<file path="config.mk">
export PLATFORM = sky130hd
export DESIGN_NAME = press_pattern_decoder
export DESIGN_NICKNAME = d
export VERILOG_FILES = /design/src/rtl/press_pattern_decoder.sv
export SDC_FILE = /design/constraint.sdc
export NUM_CORES = 1
export LEC_CHECK = 0
export BUFFER_PORTS_ARGS = -buffer_cell sky130_fd_sc_hd__buf_2
export CAP_MARGIN = 20
export CORE_UTILIZATION = 40
export DETAILED_ROUTE_END_ITERATION = 6
export MAX_ROUTING_LAYER = met4
export PLACE_DENSITY_LB_ADDON = 0.08
export RECOVER_POWER = 25
export SYNTH_ARGS = -nofsm -noshare
export SYNTH_HDL_FRONTEND = slang
export SYNTH_SLANG_ARGS = --single-unit
export TNS_END_PERCENT = 20
</file>
<file path="constraint.sdc">
create_clock -name clk5 -period 2.5 [get_ports clk5]
set_input_delay 0.125 -clock clk5 [delete_from_list [all_inputs] [get_ports clk5]]
set_output_delay 0.125 -clock clk5 [all_outputs]
set_load 0.1 [all_outputs]
</file>
<file path="src/rtl/press_pattern_decoder.sv">
`default_nettype none
// ============================================================================
// Module      : press_pattern_decoder
// Description : Classifies clean button presses as single or double using a
//               programmable window; emits event pulses and saturating tallies.
// Revision    : 1.0 - initial release
// ============================================================================
module press_pattern_decoder #(
    parameter int WINDOW = 1_500_000,
    parameter int TW_W   = 21,
    parameter int CNT_W  = 8
) (
    input  logic             clk5,
    input  logic             reset,
    input  logic             clean,
    input  logic             clear,
    output logic             single,
    output logic             double,
    output logic             busy,
    output logic [CNT_W-1:0] singleCount,
    output logic [CNT_W-1:0] doubleCount
);

    localparam logic [1:0]       ST_IDLE    = 2'd0;
    localparam logic [1:0]       ST_WAIT    = 2'd1;
    localparam logic [TW_W-1:0]  TIMER_LAST = TW_W'(WINDOW - 1);
    localparam logic [CNT_W-1:0] CNT_MAX    = '1;

    logic [1:0]       state_q, state_d;
    logic [TW_W-1:0]  timer_q, timer_d;
    logic             clean_q, clean_d;
    logic             single_q, single_d;
    logic             double_q, double_d;
    logic [CNT_W-1:0] single_count_q, single_count_d;
    logic [CNT_W-1:0] double_count_q, double_count_d;
    logic             rise;

    always_comb begin
        clean_d  = clean;
        rise     = clean & ~clean_q;
        state_d  = state_q;
        timer_d  = timer_q;
        single_d = 1'b0;
        double_d = 1'b0;

        // A second rise takes priority over the timeout, even on the last cycle.
        case (state_q)
            ST_IDLE: begin
                if (rise) begin
                    state_d = ST_WAIT;
                    timer_d = '0;
                end
            end
            ST_WAIT: begin
                if (rise) begin
                    double_d = 1'b1;
                    state_d  = ST_IDLE;
                end else if (timer_q == TIMER_LAST) begin
                    single_d = 1'b1;
                    state_d  = ST_IDLE;
                end else begin
                    timer_d = timer_q + TW_W'(1);
                end
            end
            default: begin
                state_d = ST_IDLE;
                timer_d = '0;
            end
        endcase
    end

    always_comb begin
        single_count_d = single_count_q;
        double_count_d = double_count_q;
        if (clear) begin
            single_count_d = '0;
            double_count_d = '0;
        end else begin
            if (single_d && (single_count_q != CNT_MAX)) begin
                single_count_d = single_count_q + CNT_W'(1);
            end
            if (double_d && (double_count_q != CNT_MAX)) begin
                double_count_d = double_count_q + CNT_W'(1);
            end
        end
    end

    always_ff @(posedge clk5 or posedge reset) begin
        if (reset) begin
            state_q        <= ST_IDLE;
            timer_q        <= '0;
            clean_q        <= 1'b0;
            single_q       <= 1'b0;
            double_q       <= 1'b0;
            single_count_q <= '0;
            double_count_q <= '0;
        end else begin
            state_q        <= state_d;
            timer_q        <= timer_d;
            clean_q        <= clean_d;
            single_q       <= single_d;
            double_q       <= double_d;
            single_count_q <= single_count_d;
            double_count_q <= double_count_d;
        end
    end

    assign single      = single_q;
    assign double      = double_q;
    assign busy        = (state_q == ST_WAIT);
    assign singleCount = single_count_q;
    assign doubleCount = double_count_q;

endmodule
`default_nettype wire

</file>
==> results of run 1 <==
==> synthesized netlist by cell type, drive strengths merged <==
library cell / instances / area [µm²]
xor2: 4 / 35.0
o22ai: 2 / 12.5
a211oi: 3 / 22.5
nor2b: 5 / 31.3
o311ai: 1 / 8.76
nor2: 20 / 75.1
nand2: 20 / 75.1
nand3b: 1 / 7.51
a21oi: 10 / 50.1
o211ai: 4 / 30.0
a31oi: 2 / 12.5
or3: 5 / 31.3
o31ai: 4 / 30.0
clkbuf: 4 / 15.0
or4: 1 / 7.51
nor4b: 2 / 38.8
nand3: 15 / 87.6
o21ai: 8 / 40.0
nor4: 3 / 31.3
xnor2: 10 / 87.6
nor3: 7 / 35.0
buf: 5 / 28.8
nand2b: 1 / 6.26
mux2: 1 / 11.3
and3: 10 / 63.8
ha: 3 / 37.5
and2: 5 / 32.5
a311oi: 1 / 8.76
dfrtp: 41 / 1030
and4: 3 / 26.3
a2bb2oi: 1 / 8.76
mux2i: 6 / 60.1
and4bb: 2 / 25.0
inv: 8 / 35.0
nand4: 12 / 81.3
==> layout make-up <==
cell class | instances | area, µm²
multi-input cells | 172 | 1110
repair buffers | 27 | 149
clock inverters | 3 | 17.5
inverters | 8 | 35.0
well taps | 70 | 87.6
fillers | 496 | 2710
flip-flops and latches | 41 | 1030
clock buffers | 5 | 68.8
==> critical path, delay by kind of cell, from the launching register on <==
family                   cells  cell delay (ns)
AND/OR/NAND/NOR              4             1.09
flip-flops                   1             0.39
adder cells (fa/ha/maj)      1             0.31
AO/OA/AOI/OAI                1             0.07
==> kinds of logic (layout without fill, tap and decap cells) <==
kind of cell / count (synthesis) / count (layout)
AND/OR/NAND/NOR: 112 / 112
XOR/XNOR: 14 / 14
multiplexers: 7 / 7
flip-flops: 41 / 41
adder cells (fa/ha/maj): 3 / 3
buffers and inverters: 17 / 43
AO/OA/AOI/OAI: 36 / 36
==> worst max-delay path by stage <==
stage                     slack, ns                         end                   start
after detailed placement       0.55  singleCount[6]$_DFFE_PP0P_  timer_q[1]$_DFFE_PP0P_
after global routing           0.32      timer_q[6]$_DFFE_PP0P_                   clean
final                          0.52  singleCount[6]$_DFFE_PP0P_  timer_q[1]$_DFFE_PP0P_
after CTS                      0.53  singleCount[6]$_DFFE_PP0P_  timer_q[1]$_DFFE_PP0P_
after floorplan                0.19  singleCount[3]$_DFFE_PP0P_  state_q[0]$_DFFE_PP0P_
after global placement         0.63  singleCount[6]$_DFFE_PP0P_  timer_q[0]$_DFFE_PP0P_
==> flip-flops by register name, indices dropped and copies added (netlist names) <==
register     flops
clean_q          1
double           1
doubleCount      8
single           1
singleCount      8
state_q          1
timer_q         21
==> placed cells by master, fill, tap and decap left out, drive strengths merged, types with 7 or more instances in the layout <==
| cell type | n |
|---|---|
| nand2 | 20 |
| o21ai | 8 |
| nand4 | 12 |
| inv | 7 |
| nand3 | 15 |
| nor2 | 20 |
| and3 | 10 |
| buf | 23 |
| clkbuf | 7 |
| nor3 | 7 |
| a21oi | 10 |
| dfrtp | 41 |
| xnor2 | 10 |
==> where the power goes <==
part           total, mW  internal [mW]  switching, mW
combinational      0.198         0.0619          0.136
sequential         0.725          0.688         0.0373
clock              0.430          0.193          0.237
==> metal layers <==
layer,vias up,global-route usage [%],share of wire (%)
met5,-,-,0
met4,0,7.31,0.99
met3,6,2.51,3.3
met2,33,25.0,44
met1,830,24.7,52
li1,882,-,-
==> flow_summary.yaml, run 1 <==
outcome:
  outcome: "complete, no violations"
global_routing:
  antenna_found_initial: 0
  grt_max_degree: 42
  grt_usage_pct: 17.5
  grt_pass1_vias: 1622
  grt_pass1_wl_mm: 7.91
  grt_overflow: 0
clocking:
  clock_sinks: 41
  hold_buffers: 2
  cts_setup_buffers: 0
  insertion_delay_ns: 0.30
  ctsResizeCount: 0
  cts_tree: "built"
  clockRootBuffer: "clkbuf_8"
  clkTransAtPathRegs_ns: 0.08
  cts_htree_levels: 2
  cts_made_buffers: 5
  cts_buffer_depth: 2
setup_path:
  crit_chain: "ha_1 -> and4_1 -> nand3_1 -> or4_1 -> nor3_1 -> a211oi_1"
  reg2reg_to: "singleCount[6]$_DFFE_PP0P_"
  cpPeakStageDelay_ns: 0.55
  crit_type: "reg2reg"
  worstSetupEndpointType: "flop"
  reg2reg_slack_ns: 0.52
  critPathArrivalTime_ns: 2.15
  cp.required_ns: 2.67
  r2r_start: "timer_q[1]$_DFFE_PP0P_"
  start_kind: "flop"
  crit_slowest_cell: "or4_1"
  reg2reg_depth: 6
  path_max_fanout: 7
routing:
  drt-total-wl_mm: 4.55
  num_vias: 1751
  remaining_drc_errors: 0
  dr.pass1.iters: 4
  drtAntennaViolNets: 0
  vias_per_cell: 5.37
  drt_iter0_drc: 112
  routedWlPerCell_um: 13.9
timing:
  period_minus_slack_ns: 1.98
  drv_slew: 0
  fin_ws_ns: 0.522
  grt_setup_unrepaired: "no"
  fmax_ghz: 0.506
  slew_headroom_pct: 32.6
  setup_violations: 0
  hold_viol_final: 0
  whs_ns: 0.190
  tightestPinTransition_ns: 1.01
  skew_ns: 0.00508
  finalSetupTns_ns: 0
  finalCritPeriodShare_pct: 79.1
floorplan:
  core_um2: 5200
  die_width_um: 76.4
  initial_core_util_pct: 42.6
  num_io_pins: 23
  rows: 26
  chipHeight_um: 76.4
  dieArea_um2: 5840
yosys:
  synth-xor-area-share_pct: 5.53
  yosys_warnings: 0
  synth_mux_area_share_pct: 3.22
  avgSynthCellArea_um2: 9.63
  ys_types: 44
  synth_cells: 230
  synth-compound-area-share_pct: 10.1
  synth_top_family_by_area: "simple AND/OR/NAND/NOR gates"
  synthAdderAreaFrac_pct: 1.69
  seq_area_frac_synth_pct: 46.3
  synthSimpleGateAreaFrac_pct: 29.6
  syn_area_um2: 2220
  syn_nets: 237
  ys_ff_latch: 41
placed_design:
  placed_area_um2: 2390
  routabilityCongestion: 0.808
  placedCellCount: 316
  place_hpwl_mm: 3.17
  io_buffers: 22
  place_ws_ns: 0.550
hold_path:
  min_to: "doubleCount[3]$_DFFE_PP0P_"
  hold_start: "clear"
  hold_path_class: "in2reg"
  whs_path_depth: 2
final_layout:
  stdcell_count: 326
  nNetsFinal: 262
  finish.utilization_pct: 47.9
  diodes: 0
  syn_to_final_growth_pct: 12.6
  final_cell_area_um2: 2490
  drive_gt1_share_pct: 16.4
pwr:
  p_leak_nw: 1.11
  peakVddDrop_v: 0.000267
  power.total_mw: 1.35
  power.density_nw_per_um2: 543
run:
  drv_cap: 0
Note: power is estimated with default switching activity, not from simulation.
==> run 2: changes to the inputs <==
clock period = 1.7 ns   (was 2.5 ns; I/O delays follow)
==> run 2 against run 1 <==
Against the previous run:
- the flow now finishes with violations (negative setup slack)
- routed wire length up 10%
- non-clock buffer count up 39
- via count grew 10%
- largest power group unchanged
==> flow_summary.yaml, run 2 (same netlist as run 1, synthesis figures left out) <==
outcome:
  outcome: "complete, but fails checks"
  violations: "negative setup slack"
hold_path:
  hold_start: "clear"
  hold_path_class: "in2reg"
  min_to: "doubleCount[3]$_DFFE_PP0P_"
  whs_path_depth: 2
setup_path:
  reg2reg_slack_ns: -0.01
  cp.required_ns: 1.92
  crit_slowest_cell: "dfrtp_1"
  reg2reg_to: "singleCount[3]$_DFFE_PP0P_"
  cpPeakStageDelay_ns: 0.39
  path_max_fanout: 5
  critPathArrivalTime_ns: 1.93
  start_kind: "flop"
  worstSetupEndpointType: "flop"
  reg2reg_depth: 6
  crit_type: "reg2reg"
  crit_chain: "and4bb_2 -> nor4b_4 -> buf_4 -> nand3_4 -> or3_1 -> a21oi_2"
  r2r_start: "timer_q[16]$_DFFE_PP0P_"
timing:
  hold_viol_final: 0
  finalSetupTns_ns: -0.0376
  grt_setup_unrepaired: "yes"
  fmax_ghz: 0.583
  drv_slew: 0
  whs_ns: 0.166
  tightestPinTransition_ns: 0.713
  period_minus_slack_ns: 1.71
  finalCritPeriodShare_pct: 101
  slew_headroom_pct: 52.5
  skew_ns: 0.0115
  fin_ws_ns: -0.0140
  setup_violations: 3
global_routing:
  grt_max_degree: 17
  use_met2_pct: 29.8
  top_usage_layer: "met2"
  grtUsageMet1_pct: 27.2
  antenna_found_initial: 0
  grt_overflow: 0
  grt_pass1_vias: 1818
  grt_usage_pct: 19.9
  met3_usage_pct: 3.83
  grt_pass1_wl_mm: 8.80
final_layout:
  stdcell_count: 365
  diodes: 0
  finish.utilization_pct: 56.9
  regMostFlops: "timer_q"
  largest_reg_flops: 21
  n_fill_cell: 484
  multi_input_area_um2: 1220
  final_common_cell: "buf_4"
  drive_gt1_share_pct: 39.7
  regArea_um2: 1070
  final_cell_mix: "buf_4 (40), dfrtp_1 (22), buf_2 (21)"
  final_cell_area_um2: 2960
  syn_to_final_growth_pct: 33.7
  nNetsFinal: 301
placed_design:
  place_ws_ns: -0.0967
  placed_area_um2: 2750
  io_buffers: 22
  routabilityCongestion: 0.761
  placedCellCount: 352
  place_hpwl_mm: 3.68
floorplan:
  rows: 26
  num_io_pins: 23
  chipHeight_um: 76.4
  core_um2: 5200
  dieArea_um2: 5840
  initial_core_util_pct: 42.6
  die_width_um: 76.4
routing:
  vias_per_cell: 5.28
  routedWlPerCell_um: 13.7
  dr.pass1.iters: 4
  remaining_drc_errors: 0
  num_vias: 1926
  drtAntennaViolNets: 0
  drt-total-wl_mm: 5.00
  drt_iter0_drc: 89
pwr:
  power.total_mw: 2.24
  p_leak_nw: 1.28
  peakVddDrop_v: 0.000381
  power.density_nw_per_um2: 756
clocking:
  cts_tree: "built"
  clock_sinks: 41
  cts_buffer_depth: 2
  clockRootBuffer: "clkbuf_8"
  clkTransAtPathRegs_ns: 0.08
  cts_made_buffers: 5
  cts_htree_levels: 2
  insertion_delay_ns: 0.29
run:
  drv_cap: 0
==> run 2: where the power goes <==
group	internal [mW]	switching, mW
sequential	1.02	0.0505
clock	0.436	0.340
combinational	0.164	0.231
total	1.62	0.622
==> run 2: per-layer routing <==
layer  vias to the layer above  part of all wire [%]
li1                        962                     -
met1                       926                    49
met3                         6                   3.2
met4                         0                   1.1
met5                         -                     0
met2                        32                    47
==> run 2: layout make-up <==
type,instances,area share [%]
Inverter,8,1.18
Clock inverter,2,1.18
Timing Repair Buffer,66,15.0
Multi-Input combinational cell,172,41.2
Clock buffer,6,2.45
Tap cell,70,2.96
Sequential cell,41,36.0
==> run 2: worst max-delay path, delay by kind of cell, from the launching register on <==
family | cells | cell delay [ns]
compound gates | 1 | 0.12
buf+inv | 1 | 0.18
flops | 1 | 0.39
simple gates | 4 | 0.96
==> run 2: timing repair <==
item / CTS / global route
endpoints found under the setup margin: 5 / 18
pin swaps: 6 / 4
buffers inserted: 1 / 2
gates resized for setup: 8 / 10
hold buffers: 2 / 0
hold endpoints to repair: 15 / 0
==> run 2: worst max-delay path by stage <==
stage	startpoint	slack [ns]	to
5_1_grt	timer_q[16]$_DFFE_PP0P_	-0.09	singleCount[3]$_DFFE_PP0P_
6_report	timer_q[16]$_DFFE_PP0P_	-0.01	singleCount[3]$_DFFE_PP0P_
2_1_floorplan	singleCount[0]$_DFFE_PP0P_	-0.12	singleCount[6]$_DFFE_PP0P_
4_1_cts	timer_q[0]$_DFFE_PP0P_	-0.007	timer_q[20]$_DFFE_PP0P_
3_5_place_dp	timer_q[0]$_DFFE_PP0P_	-0.1	singleCount[6]$_DFFE_PP0P_
3_3_place_gp	timer_q[0]$_DFFE_PP0P_	-0.06	singleCount[6]$_DFFE_PP0P_
==> run 3: changes to the inputs <==
clock period = 2 ns   (was 1.7 ns; I/O delays follow)
==> run 3 against run 2 <==
Against the previous run:
- the run now ends clean
- clock power fell by 27%
- sequential power fell by 13%
- first-iteration DRC count rose by 1.1%
- cell area fell by 13%
- count of clock-buffer cells in the layout did not move
- critical path type is now in2reg
==> flow_summary.yaml, run 3 (same netlist as run 1, synthesis figures left out) <==
timing:
  hold_viol_final: 0
  drv_slew: 0
  period_minus_slack_ns: 1.86
  slew_headroom_pct: 31.6
  finalCritPeriodShare_pct: 93.1
  skew_ns: 0.00719
  tightestPinTransition_ns: 1.03
  fmax_ghz: 0.537
  grt_setup_unrepaired: "no"
  setup_violations: 0
  whs_ns: 0.178
final_layout:
  finish.utilization_pct: 49.5
  stdcell_count: 330
  syn_to_final_growth_pct: 16.2
  nNetsFinal: 266
  final_cell_area_um2: 2570
  largest_reg_flops: 21
  final_common_cell: "dfrtp_1"
  final_cell_mix: "dfrtp_1 (33), buf_2 (22), nor2_1 (20), nand2_1 (20), nand3_1 (14)"
  diodes: 0
  drive_gt1_share_pct: 21.9
  regMostFlops: "timer_q"
setup_path:
  critPathArrivalTime_ns: 2.07
  crit_type: "in2reg"
  endpoint: "singleCount[3]$_DFFE_PP0P_"
  reg2reg_depth: 5
  path_max_fanout: 6
  critPathLaunch: "clean"
  cp.required_ns: 2.21
  start_kind: "primary input"
  reg2reg_to: "singleCount[6]$_DFFE_PP0P_"
  worstSetupEndpointType: "flop"
  reg2reg_slack_ns: 0.15
  r2r_start: "timer_q[11]$_DFFE_PP0P_"
routing:
  vias_per_cell: 5.46
  remaining_drc_errors: 0
  num_vias: 1801
  drt-total-wl_mm: 4.75
  drt_iter0_drc: 90
  dr.pass1.iters: 4
  drtAntennaViolNets: 0
  routedWlPerCell_um: 14.4
placed_design:
  place_hpwl_mm: 3.34
  placedCellCount: 320
  routabilityCongestion: 0.783
  placed_area_um2: 2450
  io_buffers: 22
clocking:
  clockRootBuffer: "clkbuf_8"
  clock_sinks: 41
  cts_tree: "built"
  cts_htree_levels: 2
  clkTransAtPathRegs_ns: 0.08
  cts_made_buffers: 5
  cts_buffer_depth: 2
  cts_setup_buffers: 0
  insertion_delay_ns: 0.29
global_routing:
  grt_pass1_vias: 1734
  grt_overflow: 0
  grt_pass1_wl_mm: 8.29
  grt_max_degree: 42
  grt_usage_pct: 18.5
  antenna_found_initial: 0
floorplan:
  initial_core_util_pct: 42.6
  chipHeight_um: 76.4
  core_um2: 5200
  dieArea_um2: 5840
  rows: 26
  num_io_pins: 23
  die_width_um: 76.4
outcome:
  outcome: "complete, no violations"
run:
  drv_cap: 0
hold_path:
  hold_path_class: "in2reg"
pwr:
  power.density_nw_per_um2: 676
  peakVddDrop_v: 0.000447
  p_leak_nw: 1.13
-- run 3: worst min path at each step --
stage / startpoint / endpoint / cells past startpoint
after global routing: clear / doubleCount[2]$_DFFE_PP0P_ / 2
final: clear / doubleCount[3]$_DFFE_PP0P_ / 2
after CTS: clear / doubleCount[3]$_DFFE_PP0P_ / 2
after floorplan: clean / clean_q$_DFF_PP0_ / 0
after global placement: reset / timer_q[0]$_DFFE_PP0P_ / 3
after detailed placement: reset / double$_DFF_PP0_ / 3
-- run 3: power breakdown --
part	total [mW]	internal, mW	switching [mW]
clock	0.564	0.280	0.284
sequential	0.928	0.863	0.0650
combinational	0.249	0.0881	0.161
-- run 3: final cells by class --
type / instances / area, µm²
fillers: 507 / 2630
multi-input cells: 172 / 1120
flip-flops and latches: 41 / 1040
repair buffers: 31 / 193
well taps: 70 / 87.6
clock buffers: 6 / 82.6
inverters: 8 / 35.0
clock inverters: 2 / 13.8
-- run 3: what timing repair did --
action | CTS | global route
endpoints found under the setup margin | 0 | 6
gates resized for setup | 0 | 4
hold endpoints to repair | 42 | 0
hold buffers | 2 | 0
-- run 3: critical path: stages --
cell	delay, ns
dlygate4sd3_1	0.53
buf_2	0.15
nor2b_1	0.18
buf_4	0.17
nor4b_4	0.30
nand3_4	0.14
or3_1	0.36
a21oi_1	0.14
-- run 3: stage by stage --
step	setup TNS [ns]	setup WS, ns	total power [mW]
global route	0	0.0115	1.83
detailed placement	0	0.0681	1.18
CTS	0	0.0453	1.75
floorplan	-0.259	-0.110	1.12
finish	0	0.139	1.74
global placement	0	0.137	1.17
-- run 3: layer usage --
metal	part of all wire [%]	track usage [%]
met5	0	-
met4	1.3	5.19
met2	44	27.1
met3	4.7	3.59
met1	50	25.9
